--- config.mk ---
export PLATFORM = sky130hd
export DESIGN_NAME = kbdin
export DESIGN_NICKNAME = d
export VERILOG_FILES = /design/src/rtl/kbdin_pkg.sv /design/src/rtl/kbdin_bytefifo.sv /design/src/rtl/kbdin.sv
export SDC_FILE = /design/constraint.sdc
export NUM_CORES = 1
export LEC_CHECK = 0
export BUFFER_PORTS_ARGS = -buffer_cell sky130_fd_sc_hd__buf_2
export CORE_MARGIN = 3
export CORE_UTILIZATION = 52
export DETAILED_ROUTE_END_ITERATION = 6
export GPL_TIMING_DRIVEN = 0
export MAX_ROUTING_LAYER = met4
export PLACE_DENSITY = 0.68
export SETUP_SLACK_MARGIN = 0.5
export SKIP_CTS_REPAIR_TIMING = 1
export SYNTH_ARGS = -nofsm -noshare
export SYNTH_HDL_FRONTEND = slang
export SYNTH_HIERARCHICAL = 1
export SYNTH_SLANG_ARGS = --single-unit
--- constraint.sdc ---
create_clock -name clk -period 3 [get_ports clk]
set_input_delay 0.45 -clock clk [delete_from_list [all_inputs] [get_ports clk]]
set_output_delay 0.45 -clock clk [all_outputs]
set_load 0.01 [all_outputs]
--- src/rtl/kbdin_pkg.sv ---
// Shared definitions for the PS/2 keyboard receiver: register map,
// STAT bit positions, receiver state encoding and a parity helper.
package kbdin_pkg;

    // Register addresses
    localparam logic [1:0] REG_DATA = 2'd0;
    localparam logic [1:0] REG_STAT = 2'd1;
    localparam logic [1:0] REG_CTRL = 2'd2;

    // STAT bit positions
    localparam int STAT_OVF  = 7;
    localparam int STAT_PERR = 6;
    localparam int STAT_FERR = 5;

    // Receiver FSM states
    localparam logic [1:0] ST_IDLE  = 2'd0;
    localparam logic [1:0] ST_SHIFT = 2'd1;
    localparam logic [1:0] ST_CHECK = 2'd2;

    // Odd parity over data bits plus parity bit means a good frame
    function automatic logic parity_ok(input logic [8:0] bits);
        return ^bits;
    endfunction

endpackage

--- src/rtl/kbdin_bytefifo.sv ---
// Synchronous 8-bit FIFO with push, pop, flush and occupancy reporting.
// Push while full is dropped unless a pop happens in the same cycle.
module bytefifo #(
    parameter int DEPTH = 8
) (
    input  logic                   clk,
    input  logic                   n_rst,
    input  logic                   i_push,
    input  logic                   i_pop,
    input  logic                   i_flush,
    input  logic [7:0]             i_wdata,
    output logic [7:0]             o_rdata,
    output logic [$clog2(DEPTH):0] o_count,
    output logic                   o_full,
    output logic                   o_empty
);

    localparam int AW = $clog2(DEPTH);

    logic [7:0]    r_mem [DEPTH];
    logic [AW-1:0] r_wptr;
    logic [AW-1:0] r_rptr;
    logic [AW:0]   r_count;
    logic          w_do_push;
    logic          w_do_pop;

    assign o_full    = (r_count == (AW+1)'(DEPTH));
    assign o_empty   = (r_count == '0);
    assign o_count   = r_count;
    assign o_rdata   = r_mem[r_rptr];
    assign w_do_pop  = i_pop & ~o_empty;
    assign w_do_push = i_push & (~o_full | i_pop);

    // Pointer and occupancy bookkeeping; flush empties the queue
    always_ff @(posedge clk) begin
        if (!n_rst) begin
            r_wptr  <= '0;
            r_rptr  <= '0;
            r_count <= '0;
        end else if (i_flush) begin
            r_wptr  <= '0;
            r_rptr  <= '0;
            r_count <= '0;
        end else begin
            if (w_do_push) r_wptr <= r_wptr + AW'(1);
            if (w_do_pop)  r_rptr <= r_rptr + AW'(1);
            case ({w_do_push, w_do_pop})
                2'b10:   r_count <= r_count + (AW+1)'(1);
                2'b01:   r_count <= r_count - (AW+1)'(1);
                default: r_count <= r_count;
            endcase
        end
    end

    // Storage write; a flush in the same cycle discards the byte
    always_ff @(posedge clk) begin
        if (w_do_push && !i_flush) r_mem[r_wptr] <= i_wdata;
    end

endmodule

--- src/rtl/kbdin.sv ---
// PS/2 keyboard receiver: pin synchronisers, falling-edge detect,
// 11-bit frame deframer with timeout, error flags, byte FIFO and a
// small CPU register file (DATA / STAT / CTRL).
module kbdin
    import kbdin_pkg::*;
#(
    parameter int DEPTH   = 8,
    parameter int TIMEOUT = 25000
) (
    input  logic       clk,
    input  logic       n_rst,
    input  logic [1:0] addrin,
    input  logic [7:0] datain,
    input  logic       inen,
    input  logic       rden,
    output logic [7:0] dataout,
    output logic       avail,
    input  logic       ps2clk,
    input  logic       ps2data
);

    localparam int CW = $clog2(DEPTH) + 1;
    localparam int TW = $clog2(TIMEOUT + 1);

    logic          r_clk_s1, r_clk_s2, r_clk_prev;
    logic          r_dat_s1, r_dat_s2;
    logic [1:0]    r_state;
    logic [3:0]    r_bitcnt;
    logic [10:0]   r_shift;
    logic [TW-1:0] r_tocnt;
    logic          r_ovf, r_perr, r_ferr;
    logic [7:0]    r_dataout;

    logic          w_fall;
    logic          w_in_check;
    logic          w_frame_bad;
    logic          w_par_bad;
    logic          w_push;
    logic          w_timeout;
    logic          w_pop;
    logic          w_flush;
    logic          w_wr_stat;
    logic          w_ovf_set;
    logic [7:0]    w_rdata;
    logic [CW-1:0] w_count;
    logic          w_full;
    logic          w_empty;
    logic [7:0]    w_cnt_ext;
    logic [7:0]    w_stat;
    logic          w_unused;

    // Two-flop synchronisers plus one delay stage for edge detection
    always_ff @(posedge clk) begin
        if (!n_rst) begin
            r_clk_s1   <= 1'b1;
            r_clk_s2   <= 1'b1;
            r_clk_prev <= 1'b1;
            r_dat_s1   <= 1'b1;
            r_dat_s2   <= 1'b1;
        end else begin
            r_clk_s1   <= ps2clk;
            r_clk_s2   <= r_clk_s1;
            r_clk_prev <= r_clk_s2;
            r_dat_s1   <= ps2data;
            r_dat_s2   <= r_dat_s1;
        end
    end

    assign w_fall = r_clk_prev & ~r_clk_s2;

    // Frame deframer: shift bits LSB first, abort on inter-edge timeout
    always_ff @(posedge clk) begin
        if (!n_rst) begin
            r_state  <= ST_IDLE;
            r_bitcnt <= '0;
            r_shift  <= '0;
            r_tocnt  <= '0;
        end else begin
            case (r_state)
                ST_IDLE: begin
                    r_bitcnt <= '0;
                    r_tocnt  <= '0;
                    if (w_fall) begin
                        r_shift  <= {r_dat_s2, r_shift[10:1]};
                        r_bitcnt <= 4'd1;
                        r_state  <= ST_SHIFT;
                    end
                end
                ST_SHIFT: begin
                    if (w_fall) begin
                        r_shift  <= {r_dat_s2, r_shift[10:1]};
                        r_tocnt  <= '0;
                        r_bitcnt <= r_bitcnt + 4'd1;
                        if (r_bitcnt == 4'd10) r_state <= ST_CHECK;
                    end else if (r_tocnt == TW'(TIMEOUT)) begin
                        r_tocnt  <= '0;
                        r_bitcnt <= '0;
                        r_state  <= ST_IDLE;
                    end else begin
                        r_tocnt <= r_tocnt + TW'(1);
                    end
                end
                ST_CHECK: begin
                    r_bitcnt <= '0;
                    r_tocnt  <= '0;
                    r_state  <= ST_IDLE;
                end
                default: r_state <= ST_IDLE;
            endcase
        end
    end

    // Frame layout after 11 shifts: [0] start, [8:1] data, [9] parity, [10] stop
    assign w_in_check  = (r_state == ST_CHECK);
    assign w_frame_bad = w_in_check & (r_shift[0] | ~r_shift[10]);
    assign w_par_bad   = w_in_check & ~r_shift[0] & r_shift[10] & ~parity_ok(r_shift[9:1]);
    assign w_push      = w_in_check & ~r_shift[0] & r_shift[10] & parity_ok(r_shift[9:1]);
    assign w_timeout   = (r_state == ST_SHIFT) & ~w_fall & (r_tocnt == TW'(TIMEOUT));

    assign w_pop     = rden & (addrin == REG_DATA);
    assign w_wr_stat = inen & (addrin == REG_STAT);
    assign w_flush   = inen & (addrin == REG_CTRL) & datain[0];
    // A pop alongside a full push frees a slot; a flush silently discards
    assign w_ovf_set = w_push & w_full & ~w_pop & ~w_flush;

    bytefifo #(
        .DEPTH(DEPTH)
    ) u_fifo (
        .clk     (clk),
        .n_rst   (n_rst),
        .i_push  (w_push),
        .i_pop   (w_pop),
        .i_flush (w_flush),
        .i_wdata (r_shift[8:1]),
        .o_rdata (w_rdata),
        .o_count (w_count),
        .o_full  (w_full),
        .o_empty (w_empty)
    );

    // Sticky error flags; a set event beats a simultaneous W1C
    always_ff @(posedge clk) begin
        if (!n_rst) begin
            r_ovf  <= 1'b0;
            r_perr <= 1'b0;
            r_ferr <= 1'b0;
        end else begin
            if (w_ovf_set)                         r_ovf  <= 1'b1;
            else if (w_wr_stat && datain[STAT_OVF])  r_ovf  <= 1'b0;
            if (w_par_bad)                         r_perr <= 1'b1;
            else if (w_wr_stat && datain[STAT_PERR]) r_perr <= 1'b0;
            if (w_frame_bad || w_timeout)          r_ferr <= 1'b1;
            else if (w_wr_stat && datain[STAT_FERR]) r_ferr <= 1'b0;
        end
    end

    assign w_cnt_ext = 8'(w_count);
    assign w_stat    = {r_ovf, r_perr, r_ferr, 1'b0, w_cnt_ext[3:0]};

    // Registered read port; holds its value until the next read strobe
    always_ff @(posedge clk) begin
        if (!n_rst) begin
            r_dataout <= '0;
        end else if (rden) begin
            case (addrin)
                REG_DATA: r_dataout <= w_empty ? 8'h00 : w_rdata;
                REG_STAT: r_dataout <= w_stat;
                default:  r_dataout <= 8'h00;
            endcase
        end
    end

    assign dataout  = r_dataout;
    assign avail    = ~w_empty;
    assign w_unused = ^{datain[4:1], w_cnt_ext[7:4]};

endmodule

# Word-level counts from Yosys, hierarchy flattened
# Memories as Yosys holds them, arrays and structs flattened. A register that Yosys moved wholly into a read port is not among the register bits.
# Cells that the tools add are included.
# op_classes
add_sub_neg	6
n_mul	0
div_mod_pow	0
magnitude_cmp	0
n_eq_ne	12
n_shift	0
mux	25
bitwise	29
n_reduce_logical	22
# ops
op	n
two-way mux 15 bit	2
one-hot mux 15 bit (2 select lines)	1
bitwise AND 1 bit	17
one-hot mux 8 bit (2 select lines)	1
adder 15 x 1 -> 15 bit, second input constant	1
equality test 15 bit, second input constant	1
one-hot mux 4 bit (3 select lines)	1
inverter 1 bit	10
nonzero test 2 bit	5
two-way mux 1 bit	9
parity 9 bit	1
adder 4 x 1 -> 4 bit, second input constant	2
equality test 4 bit, second input constant	2
two-way mux 2 bit	4
two-way mux 4 bit	2
two-way mux 8 bit	1
one-hot mux 4 bit (2 select lines)	1
adder 3 x 1 -> 3 bit, second input constant	2
equality test 2 x 1 -> 1 bit, second input constant	3
equality test 2 bit, second input constant	3
two-way mux 3 bit	2
!= test 3 bit, second input constant	2
OR reduction 2 bit	3
logical AND 1 bit	4
other kinds (11)	14
# totals
ff_bits	58
latch_bits	0
mem_bits_rw	64
rom_bits	0
inputBits	16
output_inout_bits	9
word_cells	111
mem_count	1
# mem_list
memory	depth	word_bits	rd	rd_ports_with_merged_regs	write_ports	line_no	rtl
u_fifo.r_mem	8	8	1	1	1	kbdin_bytefifo.sv:20	logic [7:0] r_mem [DEPTH];

# Logic depth before layout (Yosys ltp)
# Gate-level depths: netlist of run 1.
# depth
depth_word	8
ltp_mapped	13
ltp_nobuf	13

# Hierarchy
# The synthesis of run 1 kept the hierarchy.
# modules_own_cells
module	instances	cells_each	area_each_um2	seq_area_each_um2
bytefifo	1	170	3080.5	2182.1
kbdin	1	277	2264.7	960.9

# Worst setup path before layout of run 1
# No wires, ideal clock.
# synth_path
path_kind	reg-to-reg
from	register r_shift[7]
to	memory u_fifo.r_mem[0][0], enable pin
setup_time_ps	398
arrival_ps	2358
required_ps	2602
slack_ps	244
path_stages_with_launch	8
path_buffers	0
period_less_slack_ps	2756
cell_sequence	dfxtp_1 -> xnor2_1 -> xnor2_1 -> xnor2_1 -> xnor2_1 -> nor2_1 -> o21ai_4 -> nor4b_1
# synth_between
elab_chain_len	6
# synth_lines
item	line_no	rtl
start: declaration	kbdin.sv:29	logic [10:0] r_shift;
start signal: assignment	kbdin.sv:84	r_shift <= {r_dat_s2, r_shift[10:1]};
start signal: assignment	kbdin.sv:91	r_shift <= {r_dat_s2, r_shift[10:1]};
parity 9 bit	kbdin_pkg.sv:22	return ^bits;
bitwise AND 1 bit	kbdin.sv:117	assign w_push = w_in_check & ~r_shift[0] & r_shift[10] & parity_ok(r_shift[9:1]);
via w_push	kbdin.sv:38	logic w_push;
bitwise AND 1 bit	kbdin_bytefifo.sv:32	assign w_do_push = i_push & (~o_full | i_pop);
logical AND 1 bit	kbdin_bytefifo.sv:57	if (w_do_push && !i_flush) r_mem[r_wptr] <= i_wdata;
two-way mux 1 bit	kbdin_bytefifo.sv:57	
two-way mux 1 bit (not written as such)	kbdin_bytefifo.sv:57	
end: declaration	kbdin_bytefifo.sv:20	
# The timed path passes the listed nets, and every way through them passes these cells.

# Final worst setup path of run 1
# layout_path
from	register r_shift[8]
to	register u_fifo.r_count[3] (netlist: u_fifo/o_count[3])
# layout_between
elab_chain_len	5
elab_cells_between_ends	7
classes_between	eq/ne (2); mux (1); bitwise (2); reduce/logical (2)
# layout_lines
item	line_no	rtl
parity 9 bit *	kbdin_pkg.sv:22	
bitwise AND 1 bit *	kbdin.sv:117	
via w_push	kbdin.sv:38	
bitwise AND 1 bit *	kbdin_bytefifo.sv:32	
equality test 2 x 1 -> 1 bit or equality test 2 bit (tied branches)	kbdin_bytefifo.sv:47	case ({w_do_push, w_do_pop})
one-hot mux 4 bit (2 select lines) or nonzero test 2 bit (tied branches)	--	
end signal: assignment	kbdin_bytefifo.sv:48	2'b10: r_count <= r_count + (AW+1)'(1);
end signal: assignment	kbdin_bytefifo.sv:49	2'b01: r_count <= r_count - (AW+1)'(1);
end signal: assignment	kbdin_bytefifo.sv:50	default: r_count <= r_count;
end: declaration	kbdin_bytefifo.sv:23	logic [AW:0] r_count;
# Mark *: on every way through the listed nets, which the timed path passes. The rest lies on a longest branch.
# A chain may end at the register's enable or synchronous reset.

==> flow_summary_export.csv, run 1 <==
group,metric,value,unit
outcome,outcome,"completed",
global_route,grt_first_pass_wirelength,17440,um
job,maxCapViolCount,0,
synthesis,synth-async-reset-ratio,0,%
timing,rsz0062_at_grt,"true",
place,dp.cells,600,
power,p_per_area,590.8,nW/um^2
timing,fin_ws,0.4915,ns
worst_setup_path,critPathLaunchType,"register",
floorplan,core,9864,um^2
drt,drt_wl_total,10870,um
cts,ctsHtreeMaxLevel,4,
layout,area_growth,20.22,%
drt,drt-vias-per-instance,5.563,
worst_setup_path,slowest_delay,0.37,ns
timing,fin_skew,0.006602,ns
cts,clk_pin_slew_worst_paths,0.06,ns
place,post-place-ws,0.02440,ns
cts,worstSkewPairLatency,0.52,ns
timing,slew_violations,0,
layout,drive_gt1_share,23.87,%
synthesis,synthFlopType,"edfxtp_1",
timing,post-route-period-util,83.62,%
worst_hold_path,hp-start,"ps2data",
layout,multi_input_area,2223,um^2
worst_setup_path,crit_start,"r_shift[8]",
worst_setup_path,cp.required,3.42,ns
drt,dr.max_layer_used,"met4",
timing,setup_violations,0,
layout,fin_nets,525,
synthesis,synthMuxAreaShare,9.176,%
cts,cts_tree,"yes",
global_route,grt_overflow_total,0,
worst_setup_path,crit_path_end_kind,"register",
drt,first_pass_iters,5,
drt,wl_met2,5574,um
synthesis,synth.net_count,478,
synthesis,synth_compound_area_share,6.859,%
worst_setup_path,r2r_end,"u_fifo/o_count[3]",
worst_setup_path,crit_chain,"xnor2_2 > xnor2_1 > xnor2_1 > xnor2_2 > nor2_4 > o21ai_4 > ha_4 > clkbuf_1 > and4b_1 > o31ai_1",
timing,max_freq,398.6,MHz
floorplan,dieHeight,107.4,um
drt,wl_per_cell,16.98,um
worst_setup_path,slowest_stage,"dfxtp_4",
place,routabilityCongestion,0.8224,
cts,clock_path_buffers,2,
synthesis,synth.avg_cell_area,11.96,um^2
worst_setup_path,worstPathArrival,2.93,ns
floorplan,ios,25,
global_route,grt_pass1_vias,3478,
synthesis,ys_types,52,
drt,wl_met3,465,um
cts,cts_buffers,17,
place,dpl.hpwl,6989,um
synthesis,synth_top_family_by_area,"simple AND/OR/NAND/NOR gates",
layout,antenna_cells,0,
timing,worst_hold_slack,0.1092,ns
power,total_leakage_power,2.169,nW
synthesis,synth-edff-count,64,
synthesis,ys_ff_latch,125,
synthesis,synth_seq_area_share,58.80,%
power,irDropWorstVdd,536.8,uV
floorplan,start_util,54.19,%
worst_setup_path,cp_max_fo,7,
floorplan,die-area,11530,um^2
synthesis,syn_inst,447,
worst_hold_path,worstHoldEndpoint,"r_dat_s1",
place,place_area,5645,um^2
drt,post-route-drc-count,0,
timing,slew-limit-headroom,56.17,%
worst_setup_path,ff2ff_setup_slack,0.49,ns
layout,fin_cells,640,
global_route,antenna_found_initial,0,
timing,fin_crit,2.509,ns
floorplan,die_width,107.4,um
worst_setup_path,critical_path_class,"register to register",
drt,drtIter0Drc,263,
timing,tightest_slew,0.6545,ns
floorplan,rows,36,
synthesis,syn_area,5345,um^2
synthesis,synth-adder-area-share,3.652,%
worst_hold_path,hold_depth,2,
synthesis,synth_simple_gate_area_share,14.98,%
global_route,track_usage,20.69,%
drt,num_vias,3560,
drt,wl_met1,4525,um
worst_hold_path,worstHoldPathType,"input port to register",
synthesis,yosysWarnings,6,
synthesis,synth_xor_area_share,4.096,%
cts,clock-sinks,125,
power,finalPower,3.797,mW
worst_setup_path,worstReg2RegStart,"r_shift[8]",
place,io_buffers,20,
drt,ant_nets,0,
global_route,grt_start_max_net_pins,17,
layout,seq_area,3163,um^2
timing,final_hold_viol_count,0,
cts,cts_root_buf,"clkbuf_8",
layout,fillers,714,
worst_setup_path,reg2regPathDepth,10,
layout,final_area,6426,um^2
[synth_stat cells, types with 2 or more instances]
cell      number  share of area, %
xor2_1        13               2.1
buf_1          3              0.21
or3_1          3              0.35
clkbuf_1      10              0.70
o21ai_0        8              0.75
a21oi_1       27               2.5
nand2b_1       8              0.94
mux2_2         8               1.7
nor4_1         5              0.59
ha_1          14               3.3
o31ai_1        2              0.28
nand4b_1       2              0.33
mux2i_1        4              0.75
nand4_1        3              0.35
nand3b_1       3              0.42
nor3_1         6              0.56
a211oi_1       2              0.28
nand3_1       16               1.5
a31oi_1        2              0.23
o211ai_1       2              0.28
edfxtp_1      64                36
nor2_1        57               4.0
xnor2_1       12               2.0
inv_1         14              0.98
dfxtp_1       61                23
mux4_2        16               6.7
a22oi_1        8               1.1
buf_4          2              0.28
nand2_1       46               3.2
and4b_1        2              0.37
nor2b_1        3              0.35
[power breakdown]
group	internal, mW	switching, mW
sequential	1.78	0.00369
combinational	0.0203	0.0444
clock	1.25	0.700
[per-layer routing]
layer | GRT usage (%) | vias up
li1 | - | 1720
met1 | 25.06 | 1738
met2 | 32.75 | 78
met3 | 5.819 | 24
met4 | 8.927 | 0
met5 | - | -
[logic make-up (layout without fill, tap and decap cells)]
| kind of cell | Yosys count | after routing |
|---|---|---|
| xor gates and xnor gates | 25 | 25 |
| DFF | 125 | 125 |
| muxes | 28 | 28 |
| adders and majority gates | 15 | 15 |
| and+or+nand+nor | 164 | 164 |
| buffers and inverters | 32 | 92 |
| AOI/OAI and AO/OA | 58 | 58 |
[metrics by stage]
step                      util [%]  TNS [ns]
after floorplan                  -         0
after global placement       57.13    -1.084
after global routing         65.14         0
after detailed placement     57.23         0
after CTS                    63.00         0
final                        65.14         0
[cells in the final DEF, fill, tap and decap left out, types with 9 or more instances in the layout]
| cell | n |
|---|---|
| a21oi_1 | 26 |
| buf_2 | 21 |
| buf_4 | 9 |
| clkbuf_1 | 11 |
| clkbuf_16 | 16 |
| dfxtp_1 | 53 |
| edfxtp_1 | 64 |
| ha_1 | 12 |
| inv_1 | 13 |
| mux4_2 | 16 |
| nand2_1 | 46 |
| nand3_1 | 16 |
| nor2_1 | 52 |
| xnor2_1 | 9 |
| xor2_1 | 13 |
[how the worst max path moves through the flow]
stage | endpoint | depth (start not counted)
global route | u_fifo/o_count[3] | 11
finish | u_fifo/o_count[3] | 10
detailed placement | u_fifo/r_mem[3][6] | 7
CTS | u_fifo/r_mem[3][0] | 7
floorplan | u_fifo/o_count[3] | 12
global placement | u_fifo/r_mem[2][5] | 7
[sequential cells by signal, summed over array words and instances (netlist names), named ones only]
register and flops:
u_fifo/r_mem 64, r_tocnt 15, r_shift 11, dataout 8, r_bitcnt 4, u_fifo/o_count 4, u_fifo/r_rptr 3, u_fifo/r_wptr 3
r_state 2, r_clk_prev 1, r_clk_s1 1, r_clk_s2 1, r_dat_s1 1, r_dat_s2 1, r_ferr 1, r_ovf 1
r_perr 1
[area by class of cell]
class	count	area share [%]
timing repair buffer	28	2.687
tap	133	2.590
sequential	125	49.22
multi-input combinational	290	34.60
clock inverter	14	2.356
clock buffer	18	6.503
inverter	15	0.8762
buffer	17	1.168
[critical path, delay by kind of cell, from the launching register on]
kind            cells  cell delay [ns]
fa+ha+maj           1             0.28
buf+inv             1             0.31
simple gates        2             0.42
flops               1             0.37
compound gates      2             0.35
xor+xnor            4             0.66
Note: power is estimated with default switching activity, not from simulation.
==> run 2, diff against run 1 <==
--- a/config.mk
+++ b/config.mk
@@ -5,6 +5,7 @@
 export SDC_FILE = /design/constraint.sdc
 export NUM_CORES = 1
 export LEC_CHECK = 0
+export ABC_AREA = 1
 export BUFFER_PORTS_ARGS = -buffer_cell sky130_fd_sc_hd__buf_2
 export CORE_MARGIN = 3
 export CORE_UTILIZATION = 52
==> constraint.sdc (replaced) <==
create_clock -name clk -period 2.5 [get_ports clk]
set_input_delay 0.375 -clock clk [delete_from_list [all_inputs] [get_ports clk]]
set_output_delay 0.375 -clock clk [all_outputs]
set_load 0.01 [all_outputs]
==> run 2 against run 1 <==
Net effect:
- fmax grew 15%
- clock skew grew 0.0039 ns
- clock-buffer cell count is the same
- clock power grew 22%
- via count grew 26%
- sequential power grew 23%
- register-to-register slack lost 0.18 ns
- non-clock buffer count grew 14
- critical path type unchanged
- largest cell class unchanged
==> flow_summary_export.csv, run 2 <==
group,metric,value,unit
floorplan,rows,37,
drt,first_pass_iters,7,
cts,clock_path_buffers,2,
worst_setup_path,critical-path-top-delay-family,"simple AND/OR/NAND/NOR gates",
power,irDropWorstVdd,482.3,uV
drt,drt_wl_total,13020,um
global_route,grt_start_max_net_pins,17,
synthesis,synth_area_leaders,"edfxtp_1, dfxtp_1, nand2_1",
synthesis,synthFlopType,"edfxtp_1",
global_route,antenna_found_initial,0,
power,power_frac_comb,5.0,%
worst_setup_path,cpMostUsedCell,"nand2_4",
drt,ant_nets,0,
synthesis,synth_top_area_share,33.70,%
synthesis,synth_seq_area_share,55.11,%
cts,ctsHtreeMaxLevel,4,
layout,fin_nets,718,
global_route,grt_first_pass_wirelength,20580,um
global_route,grt_overflow_total,0,
floorplan,core,10510,um^2
timing,max_freq,456.9,MHz
worst_setup_path,crit_chain,"inv_4 > nand2_4 > nand2_4 > nand2_4 > nand3_4 > nand2_2 > nand2_2 > a21oi_4 > nand2_4 > buf_12 > or2_4 > nor2_4",
floorplan,start_util,54.27,%
drt,drtIter0Drc,344,
worst_hold_path,hold_depth,2,
worst_setup_path,worstReg2RegStart,"r_shift[1]",
cts,cts_tree,"yes",
floorplan,die_width,110.7,um
synthesis,synth-async-reset-ratio,0,%
outcome,outcome,"completed",
layout,seq_area,3174,um^2
power,p_per_area,689.3,nW/um^2
drt,drt-vias-per-instance,5.368,
layout,drive_gt1_share,23.46,%
synthesis,synth_area_leader_cell,"edfxtp_1",
synthesis,syn_area,5703,um^2
power,power_frac_clock,49.2,%
cts,clock-sinks,125,
layout,largest_registers,"u_fifo/r_mem: 64 flops, r_tocnt: 15 flops, r_shift: 11 flops",
timing,slew-limit-headroom,63.38,%
worst_hold_path,hp-start,"ps2clk",
worst_setup_path,cp_max_fo,8,
drt,post-route-drc-count,0,
global_route,track_usage,21.78,%
timing,fin_skew,0.01053,ns
layout,antenna_cells,0,
worst_setup_path,critPathLaunchType,"register",
layout,final_util,66.42,%
place,dpl.hpwl,8709,um
synthesis,yosysWarnings,6,
worst_hold_path,worstHoldEndpoint,"r_clk_s1",
timing,slew_violations,0,
power,seqPwrFrac,45.7,%
synthesis,synth-edff-count,64,
drt,wl_per_cell,15.59,um
synthesis,ys_types,42,
global_route,grt_pass1_vias,4135,
worst_setup_path,cp.required,2.70,ns
layout,mostFrequentLayoutCells,"nand2_1, nor2_1, edfxtp_1",
worst_setup_path,r2r_end,"u_fifo/r_mem[4][3]",
worst_setup_path,slowest_delay,0.40,ns
floorplan,ios,25,
layout,layout_commonest_cell,"nand2_1",
cts,cts_buffers,17,
timing,post-route-period-util,87.55,%
worst_setup_path,reg2regPathDepth,12,
timing,rsz0062_at_grt,"true",
timing,tightest_slew,0.5472,ns
worst_setup_path,critical_path_class,"register to register",
synthesis,syn_inst,626,
synthesis,synth.avg_cell_area,9.110,um^2
worst_hold_path,worstHoldPathType,"input port to register",
synthesis,ys_ff_latch,125,
power,total_leakage_power,2.685,nW
worst_setup_path,slowest_stage,"dfxtp_4",
layout,largest-register,"u_fifo/r_mem",
timing,fin_ws,0.3114,ns
synthesis,synth.net_count,657,
synthesis,synth_commonest_cells,"nand2_1, nor2_1, edfxtp_1, dfxtp_1, inv_1",
worst_setup_path,ff2ff_setup_slack,0.31,ns
place,io_buffers,19,
power,p_sw,1.047,mW
layout,multi_input_area,2434,um^2
timing,setup_violations,0,
place,post-place-ws,0.01485,ns
timing,fin_crit,2.189,ns
power,internal_power,3.764,mW
power,switching_share,21.77,%
floorplan,die-area,12260,um^2
worst_setup_path,crit_buf_inv,2,
synthesis,synth.most_common_cell,"nand2_1",
layout,area_growth,22.40,%
place,routabilityCongestion,0.9362,
layout,fillers,809,
worst_setup_path,crit_path_end_kind,"register",
cts,cts_root_buf,"clkbuf_8",
cts,worstSkewPairLatency,0.52,ns
job,maxCapViolCount,0,
timing,setup_tns,0,ns
timing,final_hold_viol_count,0,
layout,largest_register_ffs,64,
drt,num_vias,4482,
floorplan,dieHeight,110.7,um
cts,clk_pin_slew_worst_paths,0.06,ns
worst_setup_path,worstPathArrival,2.38,ns
[run 2: metal layers]
| layer | GRT usage, % | up-vias | share of wire, % |
|---|---|---|---|
| met3 | 6.004 | 20 | 6.5 |
| met2 | 33.13 | 142 | 48 |
| met5 | - | - | 0 |
| met1 | 28.64 | 2099 | 44 |
| met4 | 6.650 | 0 | 1.9 |
| li1 | - | 2221 | - |
[run 2: worst max-delay path by stage]
stage               slack (ns)  startpoint  cells past startpoint            endpoint
floorplan                 0.47  r_shift[2]                     19   u_fifo/o_count[3]
global placement           0.1  r_shift[5]                     10  u_fifo/r_mem[1][4]
detailed placement        0.01  r_shift[5]                     10  u_fifo/r_mem[1][4]
CTS                     -0.008  r_shift[5]                     10  u_fifo/r_mem[1][5]
global route              0.19  r_shift[1]                     12  u_fifo/r_mem[4][0]
finish                    0.31  r_shift[1]                     12  u_fifo/r_mem[4][3]
[run 2: power groups by stage]
stage	registers (mW)	clock network, mW	logic [mW]
CTS	2.22	2.40	0.159
floorplan	2.24	0	0.113
global placement	2.26	0	0.154
finish	2.20	2.37	0.243
detailed placement	2.26	0	0.158
global route	2.20	2.50	0.269
[run 2: cell type report]
| type | count | share of cell area, % |
|---|---|---|
| multi-input combinational | 425 | 34.86 |
| tap | 136 | 2.438 |
| timing repair buffer | 42 | 4.248 |
| buffer | 17 | 1.595 |
| clock inverter | 13 | 2.151 |
| sequential | 125 | 45.47 |
| clock buffer | 18 | 5.987 |
| inverter | 59 | 3.244 |
[run 2: kinds of logic after synthesis]
group           Yosys count  synth area share (%)
flops                   125                 55.11
compound gates          119                 11.01
fa+ha+maj                15                 3.423
simple gates            275                 22.16
xor+xnor                 16                 2.457
buf+inv                  76                 5.836
[run 2: per-stage QoR]
step                      instance area, um^2  hold WS, ns  cells  total power, mW
after floorplan                          5784       0.3925    626            2.357
after global placement                   6050       0.3980    781            2.411
after detailed placement                 6050       0.3993    781            2.417
after CTS                                6618      0.02226    812            4.771
after global routing                     6980      0.02252    835            4.975
final                                    6980      0.04229    835            4.811
